--- config.mk ---
export PLATFORM = sky130hd
export DESIGN_NAME = bitblade_shift_accumulator
export DESIGN_NICKNAME = d
export VERILOG_FILES = /design/src/rtl/bitblade_pkg.sv /design/src/rtl/bitblade_lane_reduce.sv /design/src/rtl/bitblade_shift_accumulator.sv
export SDC_FILE = /design/constraint.sdc
export NUM_CORES = 1
export LEC_CHECK = 0
export CAP_MARGIN = 15
export CELL_PAD_IN_SITES_DETAIL_PLACEMENT = 0
export CELL_PAD_IN_SITES_GLOBAL_PLACEMENT = 1
export CORE_MARGIN = 4
export CORE_UTILIZATION = 37
export DETAILED_ROUTE_END_ITERATION = 7
export PLACE_DENSITY = 0.84
export SKIP_LAST_GASP = 1
export SLEW_MARGIN = 40
export SYNTH_ARGS = -nofsm -noshare
export SYNTH_HDL_FRONTEND = slang
export SYNTH_HIERARCHICAL = 1
export SYNTH_SLANG_ARGS = --single-unit
--- constraint.sdc ---
create_clock -name clk -period 10.75 [get_ports clk]
set_input_delay 3.225 -clock clk [delete_from_list [all_inputs] [get_ports clk]]
set_output_delay 3.225 -clock clk [all_outputs]
set_load 0.02 [all_outputs]
--- src/rtl/bitblade_pkg.sv ---
// Shared types and default constants for the BitBlade shift accumulator.
// Saturation is selected at build time with the BITBLADE_ACC_SAT_EN macro.
package bitblade_pkg;

    typedef enum logic [1:0] {
        IDLE = 2'd0,
        ACC  = 2'd1,
        HOLD = 2'd2
    } state_e;

    localparam int DEF_LANES   = 16;
    localparam int DEF_ACC_W   = 24;
    localparam int DEF_SHIFT_W = 4;
    localparam int LANE_W      = 2;
    localparam int MAX_SHIFT   = 14;

endpackage

--- src/rtl/bitblade_lane_reduce.sv ---
// Combinational lane reduction: signed adder tree over 2-bit lanes, or the
// XNOR-binary form 2*popcount - LANES, selected by bin_i.
module bitblade_lane_reduce
    import bitblade_pkg::*;
#(
    parameter int LANES = DEF_LANES,
    parameter int SUM_W = $clog2(LANES) + 2
) (
    input  logic [LANE_W*LANES-1:0] mul_i,
    input  logic                    bin_i,
    output logic [SUM_W-1:0]        red_o
);

    localparam logic [SUM_W-1:0] LANES_V = SUM_W'(LANES);

    logic [SUM_W-1:0] sum;
    logic [SUM_W-1:0] pop;

    always_comb begin
        sum = '0;
        pop = '0;
        for (int k = 0; k < LANES; k++) begin
            sum = sum + {{(SUM_W-2){mul_i[2*k+1]}}, mul_i[2*k +: 2]};
            pop = pop + SUM_W'(mul_i[2*k]);
        end
    end

    // Binary lanes encode +1/-1 as 1/0, so the sum is 2*P - LANES.
    assign red_o = bin_i ? ((pop << 1) - LANES_V) : sum;

endmodule

--- src/rtl/bitblade_shift_accumulator.sv ---
// Shift-accumulate stage for BitBlade lane products; one signed result per
// dot product. Define BITBLADE_ACC_SAT_EN for saturating adds and out_ovf.
module bitblade_shift_accumulator
    import bitblade_pkg::*;
#(
    parameter int LANES   = DEF_LANES,
    parameter int ACC_W   = DEF_ACC_W,
    parameter int SHIFT_W = DEF_SHIFT_W
) (
    input  logic                    clk,
    input  logic                    rst,
    input  logic                    in_valid,
    output logic                    in_ready,
    input  logic [LANE_W*LANES-1:0] in_mul,
    input  logic [SHIFT_W-1:0]      in_shift,
    input  logic                    in_bin,
    input  logic                    in_last,
    output logic                    out_valid,
    input  logic                    out_ready,
    output logic [ACC_W-1:0]        out_data,
    output logic                    out_ovf,
    output logic [1:0]              dbg_state_o
);

    localparam int SUM_W = $clog2(LANES) + 2;

    // Handshakes: a transfer happens on a rising edge where valid & ready are
    // both high; valid never waits on ready, and out_data holds while stalled.
    state_e           state_q, state_d;
    logic [ACC_W-1:0] acc_q, acc_d;
    logic             bin_q, bin_d;

    logic             eff_bin;
    logic [SUM_W-1:0] red;
    logic [ACC_W-1:0] red_ext;
    logic [ACC_W-1:0] contrib;
    logic [ACC_W-1:0] base;
    logic [ACC_W-1:0] acc_sum;
    logic             add_ovf;

    // The mode is taken live on the first beat, then from the latched copy.
    assign eff_bin = (state_q == IDLE) ? in_bin : bin_q;

    bitblade_lane_reduce #(
        .LANES(LANES),
        .SUM_W(SUM_W)
    ) u_reduce (
        .mul_i(in_mul),
        .bin_i(eff_bin),
        .red_o(red)
    );

    assign red_ext = {{(ACC_W-SUM_W){red[SUM_W-1]}}, red};
    assign contrib = eff_bin ? red_ext : (red_ext << in_shift);
    assign base    = (state_q == ACC) ? acc_q : '0;

`ifdef BITBLADE_ACC_SAT_EN
    localparam logic [ACC_W-1:0] ACC_MAX = {1'b0, {(ACC_W-1){1'b1}}};
    localparam logic [ACC_W-1:0] ACC_MIN = {1'b1, {(ACC_W-1){1'b0}}};

    logic [ACC_W:0] wide_sum;
    logic           ovf_q, ovf_d;

    assign wide_sum = {base[ACC_W-1], base} + {contrib[ACC_W-1], contrib};
    assign add_ovf  = wide_sum[ACC_W] ^ wide_sum[ACC_W-1];
    assign acc_sum  = !add_ovf ? wide_sum[ACC_W-1:0]
                    : (wide_sum[ACC_W] ? ACC_MIN : ACC_MAX);
    assign out_ovf  = ovf_q;

    always_ff @(posedge clk) begin
        if (rst) ovf_q <= 1'b0;
        else     ovf_q <= ovf_d;
    end

    always_comb begin
        ovf_d = ovf_q;
        case (state_q)
            IDLE:    if (in_valid) ovf_d = add_ovf;
            ACC:     if (in_valid) ovf_d = ovf_q | add_ovf;
            HOLD:    if (out_ready) ovf_d = 1'b0;
            default: ovf_d = 1'b0;
        endcase
    end
`else
    assign add_ovf = 1'b0;
    assign acc_sum = base + contrib;
    assign out_ovf = add_ovf;
`endif

    always_ff @(posedge clk) begin
        if (rst) begin
            state_q <= IDLE;
            acc_q   <= '0;
            bin_q   <= 1'b0;
        end else begin
            state_q <= state_d;
            acc_q   <= acc_d;
            bin_q   <= bin_d;
        end
    end

    always_ff @(posedge clk) begin
        if (!rst && in_valid && in_ready && !eff_bin)
            assert (int'(in_shift) <= MAX_SHIFT);
    end

    always_comb begin
        state_d = state_q;
        acc_d   = acc_q;
        bin_d   = bin_q;
        case (state_q)
            IDLE: if (in_valid) begin
                acc_d   = acc_sum;
                bin_d   = in_bin;
                state_d = in_last ? HOLD : ACC;
            end
            ACC: if (in_valid) begin
                acc_d   = acc_sum;
                state_d = in_last ? HOLD : ACC;
            end
            HOLD: if (out_ready) begin
                acc_d   = '0;
                state_d = IDLE;
            end
            default: state_d = IDLE;
        endcase
    end

    assign in_ready    = (state_q != HOLD);
    assign out_valid   = (state_q == HOLD);
    assign out_data    = acc_q;
    assign dbg_state_o = state_q;

endmodule
# Word level (Yosys, flattened, before mapping)
# Index checks and enable logic that the tools add are counted.
[op_classes] add_sub_neg=32 eq_ne=5 shift=1 n_mux=11 n_reduce_logical=6
[ops] cell="24-bit two-way mux" count=4
[ops] cell="6-bit adder" count=14
[ops] cell="5-bit by 1-bit adder with 5-bit output" count=14
[ops] cell="24-bit one-hot mux with 2 select lines" count=1
[ops] cell="24-bit adder" count=1
[ops] cell="24-bit by 4-bit left shift with 24-bit output" count=1
[ops] cell="2-bit two-way mux" count=3
[ops] cell="6-bit two-way mux" count=1
[ops] cell="6-bit by 5-bit subtractor with 6-bit output, second input constant" count=1
[ops] cell="2-bit by 1-bit != test with 1-bit output, second input constant" count=2
[ops] cell="2-bit one-hot mux with 2 select lines" count=1
[ops] cell="2-bit AND reduction" count=2
[ops] cell="2-bit by 2-bit adder with 3-bit output" count=1
[ops] cell="3-bit AND reduction" count=1
[ops] cell="1-bit by 1-bit adder with 2-bit output" count=1
[ops] cell="2-bit by 1-bit equality test with 1-bit output, second input constant" count=1
[ops] cell="2-bit equality test, second input constant" count=1
[ops] cell="2-bit zero test" count=1
[ops] cell="2-bit != test, second input constant" count=1
[ops] cell="2-bit nonzero test" count=1
[ops] cell="2-bit OR reduction" count=1
[ops] cell="1-bit two-way mux" count=1
[totals] reg_bits=27 input_bits=42 output_inout_bits=29 word_cells=58

# Depth between registers and ports, before layout
[logic_depth] ltp_word=22 mapped_depth=32 ltp_nobuf=31

# By module
# The synthesis kept the hierarchy.
[modules_own_cells] module="bitblade_shift_accumulator" instances=1 cells_per_inst=379 area_each_um2=2747.6 seq_area_each_um2=540.5
[modules_own_cells] module="bitblade_lane_reduce" instances=1 cells_per_inst=157 area_each_um2=1586.5 seq_area_each_um2=0.0

# Worst setup path before layout
# No wires, ideal clock.
[synth_path] path_kind="input-to-reg" startpoint="input port in_mul[1]" endpoint="register acc_q[23] (netlist: out_data[23])" setup_time_ps=120 t_arrival_ps=10089 required_ps=10630 setup_slack_ps=541 stages=29 n_path_buf=2 cell_sequence="fa_1 inv_1 fa_1 fa_1 inv_1 fa_1 fa_1 inv_1 fa_1 inv_1 ha_1 a21o_1 a21oi_4 xnor2_1 mux2_2 clkbuf_8 mux2i_1 o21ai_0 a21oi_1 a31oi_1 ha_1 buf_4 nand4_2 nor3_2 nand2_1 or3_4 a31oi_4 xnor2_1 a211o_1"
[synth_via] elab_chain_len=21
[synth_rtl] element="from (decl)" line="bitblade_shift_accumulator.sv:14" rtl="input logic [LANE_W*LANES-1:0] in_mul,"
[synth_rtl] element="2-bit by 2-bit adder with 3-bit output (*)" line="bitblade_lane_reduce.sv:23" rtl="sum = sum + {{(SUM_W-2){mul_i[2*k+1]}}, mul_i[2*k +: 2]};"
[synth_rtl] element="6-bit adder (*) (14 in a row)" line="bitblade_lane_reduce.sv:23"
[synth_rtl] element="6-bit two-way mux (*)" line="bitblade_lane_reduce.sv:29" rtl="assign red_o = bin_i ? ((pop << 1) - LANES_V) : sum;"
[synth_rtl] element="named net red[5]" line="bitblade_shift_accumulator.sv:34" rtl="logic [SUM_W-1:0] red;"
[synth_rtl] element="24-bit by 4-bit left shift with 24-bit output" line="bitblade_shift_accumulator.sv:54" rtl="assign contrib = eff_bin ? red_ext : (red_ext << in_shift);"
[synth_rtl] element="24-bit two-way mux (*)" line="bitblade_shift_accumulator.sv:54"
[synth_rtl] element="24-bit adder (*)" line="bitblade_shift_accumulator.sv:86" rtl="assign acc_sum = base + contrib;"
[synth_rtl] element="24-bit two-way mux (*)" line="bitblade_shift_accumulator.sv:112, bitblade_shift_accumulator.sv:117"
[synth_rtl] element="24-bit one-hot mux with 2 select lines (*)" line="bitblade_shift_accumulator.sv:111" rtl="case (state_q)"
[synth_rtl] element="to (signal assigned)" line="bitblade_shift_accumulator.sv:93" rtl="acc_q <= '0;"
[synth_rtl] element="to (signal assigned)" line="bitblade_shift_accumulator.sv:97" rtl="acc_q <= acc_d;"
[synth_rtl] element="to (decl)" line="bitblade_shift_accumulator.sv:30" rtl="logic [ACC_W-1:0] acc_q, acc_d;"
# The timed path passes the listed nets; every way through them passes the cells marked *. The select of a mux whose other input is x is not followed.
# A chain may end at the register's enable or synchronous reset.

# Final worst setup path
[layout_path] startpoint="input port in_mul[11]" endpoint="register acc_q[23] (netlist: out_data[23])"
[layout_via] elab_chain_len=17
[layout_rtl] element="6-bit adder (*) (11 in a row)" line="bitblade_lane_reduce.sv:23"
[layout_rtl] element="6-bit two-way mux (*)" line="bitblade_lane_reduce.sv:29"
[layout_rtl] element="named net red[4]" line="bitblade_shift_accumulator.sv:34"
[layout_rtl] element="24-bit by 4-bit left shift with 24-bit output" line="bitblade_shift_accumulator.sv:54"
[layout_rtl] element="24-bit two-way mux (*)" line="bitblade_shift_accumulator.sv:54"
[layout_rtl] element="24-bit adder (*)" line="bitblade_shift_accumulator.sv:86"
[layout_rtl] element="24-bit two-way mux (*)" line="bitblade_shift_accumulator.sv:112, bitblade_shift_accumulator.sv:117"
[layout_rtl] element="24-bit one-hot mux with 2 select lines (*)" line="bitblade_shift_accumulator.sv:111"
# Marks and branches as above.

==> results.md <==
Global routing:
- The aggregate global-route resource usage is 17.1%.
- The number of antenna violations at the first check in global routing is 0.
- The first global-routing pass estimated 18.9 mm of wire.
- After global routing the overflow that remains totals 0.
- The number of global-route vias before repair is 4,084.
- Entering global routing, the biggest net connects 26 pins.

Floorplanning:
- The die area is 13,500 µm².
- The floorplan has 39 rows.
- The area of the core is 11,400 µm².
- The die is 116 µm tall.
- The initial utilization of the core area, before any placement, comes to 38.0%.
- The die width is 116 µm.
- The number of top-level pins is 71.

Critical path:
- The class of the most critical setup path is input port to flip-flop.
- The required time at the endpoint of the critical path is 10.91 ns.
- The largest stage delay on the critical path is 0.57 ns.
- At the worst endpoint, the arrival time is 10.60 ns.
- The worst-path cell with the longest stage delay is sky130_fd_sc_hd__fa_1.
- By instance count, the cell type seen most on the critical path is sky130_fd_sc_hd__fa_1.
- The largest fanout of any net on the critical path is 5.
- The endpoint kind of the worst setup timing path is a flip-flop.
- The kind of start point of the critical path is an input port.

Synthesis:
- The total nets after synthesis is 664.
- After synthesis the netlist holds a flip-flop and latch count of 27.
- Summing every instance area after synthesis gives 4330 µm².
- In this run, synthesis inferred 0 flip-flops with an integrated enable.
- Counting every instance in the synthesized netlist gives 536.
- Among all flip-flop cells after synthesis, the most frequent one is sky130_fd_sc_hd__dfxtp_1.
- Of the synthesized area, sequential elements account for 12.5%.
- Counting instances in the post-synthesis netlist gives the leading cell types as sky130_fd_sc_hd__inv_1 (77), sky130_fd_sc_hd__nand2_1 (53), sky130_fd_sc_hd__fa_1 (47), sky130_fd_sc_hd__o21ai_0 (45), sky130_fd_sc_hd__ha_1 (39).
- sky130_fd_sc_hd__fa_1 takes more of the synthesized area than any other cell.
- Yosys attributes the largest share of cell area to sky130_fd_sc_hd__fa_1 (22%), sky130_fd_sc_hd__dfxtp_1 (12%), sky130_fd_sc_hd__ha_1 (11%), sky130_fd_sc_hd__inv_1 (6.7%), sky130_fd_sc_hd__o21ai_0 (5.2%).
- Each instance of the synthesized netlist takes up on average 8.09 µm².
- Of all flip-flops after synthesis, the portion carrying an async set or reset was 0%.
- The number of warnings issued by yosys is 6.
- The number of different library cells used by synthesis comes to 59.
- Summed over its instances, the top area cell type makes up 21.7% of the synthesized netlist area.
- Among all cell types in the netlist, the one instantiated most often is sky130_fd_sc_hd__inv_1.

Timing:
- The maximum clock frequency is 95.8 MHz.
- The post-route fraction of the period consumed by the critical path is 97.1%.
- The worst slew margin relative to its limit is 47.2%.
- The number of hold-slack violations in the final timing report came to 0.
- Setup violations remaining at the end of the flow were counted as 0.
- Hold is met by 0.472 ns.
- The final-report max-slew violation count came to 0.
- Clock skew on the completed layout was measured at 0.0119 ns.
- The post-layout minimum cycle time is 10.44 ns.
- At the pin with the least slew margin, the transition time is 0.777 ns.

Clock network:
- Counting the buffers created by CTS gives 3.
- Counting along the longest clock path gives a buffer depth of 2.
- The clock-pin slew on the worst setup and hold paths is 0.08 ns.
- At the later pin of the worst-skew pair, clock insertion delay measures 0.28 ns.
- The clock drives 27 sinks.
- The H-tree level count is 1.
- The CTS tree is yes.
- The root buffer cell chosen for the clock tree is sky130_fd_sc_hd__clkbuf_16.

Routing:
- For this run, design rule violations remaining after detail routing come to 0.
- Summed over all layers, the routed wires come to 11.2 mm.
- The count of nets left with antenna violations once routing finished came out at 0.
- The average vias per placed instance is 5.05.
- The number of DRC violations after detailed-routing iteration 0 is 125.
- The mean routed wirelength per cell is 14.3 µm.
- The first detailed-routing pass ran for 4 iterations.
- The via count is 3,951.

Layout:
- For this run, the number of standard cells in the final layout without fillers is 783.
- The share of final-layout standard cells stronger than drive strength 1 is 15.9%.
- The number of nets in the finished design is 769.
- The count of inserted antenna diode cells is 0.
- Across the whole layout, storage elements account for 541 µm².
- In the final layout, the multi-input gates occupy 3530 µm².
- The number of fill cells is 1,073.
- The area added between synthesis and finish is 32.0%.

Placement:
- The placer congestion estimate is 0.870.
- The cell count after placement is 777.
- The detailed placer's ending HPWL is 9.20 mm.
- Input and output buffers added on the ports amount to 69.

Status:
- The run finished with clean final reports.

Worst hold path:
- In this run the worst hold path is classified as flip-flop to flip-flop.

Flow run:
- Max-cap violations in this run came to 0.
area by class of cell:
class / count / area share, %
Clock buffer: 3 / 1.31
Clock inverter: 1 / 0.131
Inverter: 78 / 5.12
Multi-Input combinational cell: 408 / 61.7
Sequential cell: 27 / 9.45
Tap cell: 143 / 3.13
Timing Repair Buffer: 123 / 19.2
layout by cell type, fill, tap and decap left out, types with 4 or more instances in the layout:
cell type | Yosys | routed
sky130_fd_sc_hd__mux2_2 | 5 | 4
sky130_fd_sc_hd__xor2_1 | 8 | 8
sky130_fd_sc_hd__nor3_1 | 5 | 5
sky130_fd_sc_hd__buf_4 | 3 | 54
sky130_fd_sc_hd__a21o_1 | 6 | 6
sky130_fd_sc_hd__mux2i_1 | 6 | 4
sky130_fd_sc_hd__nand2b_1 | 7 | 7
sky130_fd_sc_hd__nor2b_1 | 5 | 5
sky130_fd_sc_hd__dfxtp_1 | 27 | 27
sky130_fd_sc_hd__clkdlybuf4s50_1 | 0 | 69
sky130_fd_sc_hd__a21oi_1 | 38 | 30
sky130_fd_sc_hd__o21a_1 | 4 | 4
sky130_fd_sc_hd__nand2_1 | 53 | 51
sky130_fd_sc_hd__a21oi_2 | 0 | 8
sky130_fd_sc_hd__a31oi_1 | 9 | 8
sky130_fd_sc_hd__ha_1 | 39 | 35
sky130_fd_sc_hd__o21ai_1 | 1 | 5
sky130_fd_sc_hd__nand3_1 | 7 | 7
sky130_fd_sc_hd__nor2_1 | 32 | 29
sky130_fd_sc_hd__xnor2_1 | 18 | 18
sky130_fd_sc_hd__o21ai_0 | 45 | 39
sky130_fd_sc_hd__inv_1 | 77 | 76
sky130_fd_sc_hd__and2_1 | 23 | 23
sky130_fd_sc_hd__fa_1 | 47 | 46
sky130_fd_sc_hd__a22oi_1 | 4 | 4
per-stage QoR:
stage	area, µm²	worst slack (ns)	util [%]	TNS [ns]
floorplan	4330	0.541	-	0
global placement	5480	-0.116	48.0	-0.216
detailed placement	5480	-0.147	48.0	-0.506
CTS	5570	0.110	48.7	0
global route	5720	-0.0549	50.1	-0.147
finish	5720	0.309	50.1	0
metal layers:
metal / vias up / global-route usage (%) / wire [µm]
li1: 2003 / - / -
met3: 13 / 2.18 / 403
met2: 65 / 30.6 / 5750
met1: 1870 / 21.6 / 4840
met4: 0 / 4.80 / 199
met5: - / 0 / 0
worst max-delay path: cells and delay by family:
kind,cells,cell delay (ns)
multiplexers,1,0.32
AO/OA/AOI/OAI,7,0.98
AND/OR/NAND/NOR,4,0.85
XOR/XNOR,2,0.22
adder cells (fa/ha/maj),8,3.97
buffers and inverters,7,1.05
path summary, 6_finish.rpt:
| kind | slack (ns) | from | to | cells after the start |
|---|---|---|---|---|
| hold / removal | 0.47 | out_data[18] | out_data[18] | 2 |
| setup / recovery | 0.31 | in_mul[11] | out_data[23] | 29 |
| setup reg to reg | 5.62 | dbg_state_o[1] | out_data[23] | 18 |
| hold reg to reg | 0.47 | out_data[18] | out_data[18] | 2 |
registers in the layout, summed over array words and instances (netlist names):
signal / flops
dbg_state_o: 2
bin_q: 1
out_data: 24
cell families after synthesis:
logic type | synth area share [%]
multiplexers | 2.68
flip-flops | 12.5
buffers and inverters | 9.41
XOR/XNOR | 5.77
adder cells (fa/ha/maj) | 33.0
other | 0.0865
AND/OR/NAND/NOR | 16.4
AO/OA/AOI/OAI | 20.2
what timing repair did:
| action | CTS | global route |
|---|---|---|
| endpoints found under the setup margin | 0 | 13 |
| buffers inserted | 0 | 2 |
| gates resized for setup | 0 | 37 |
| hold buffers | 0 | 0 |
Power is not shown: default switching activity piles up to over one toggle a cycle in this logic, so the estimate is an artifact.
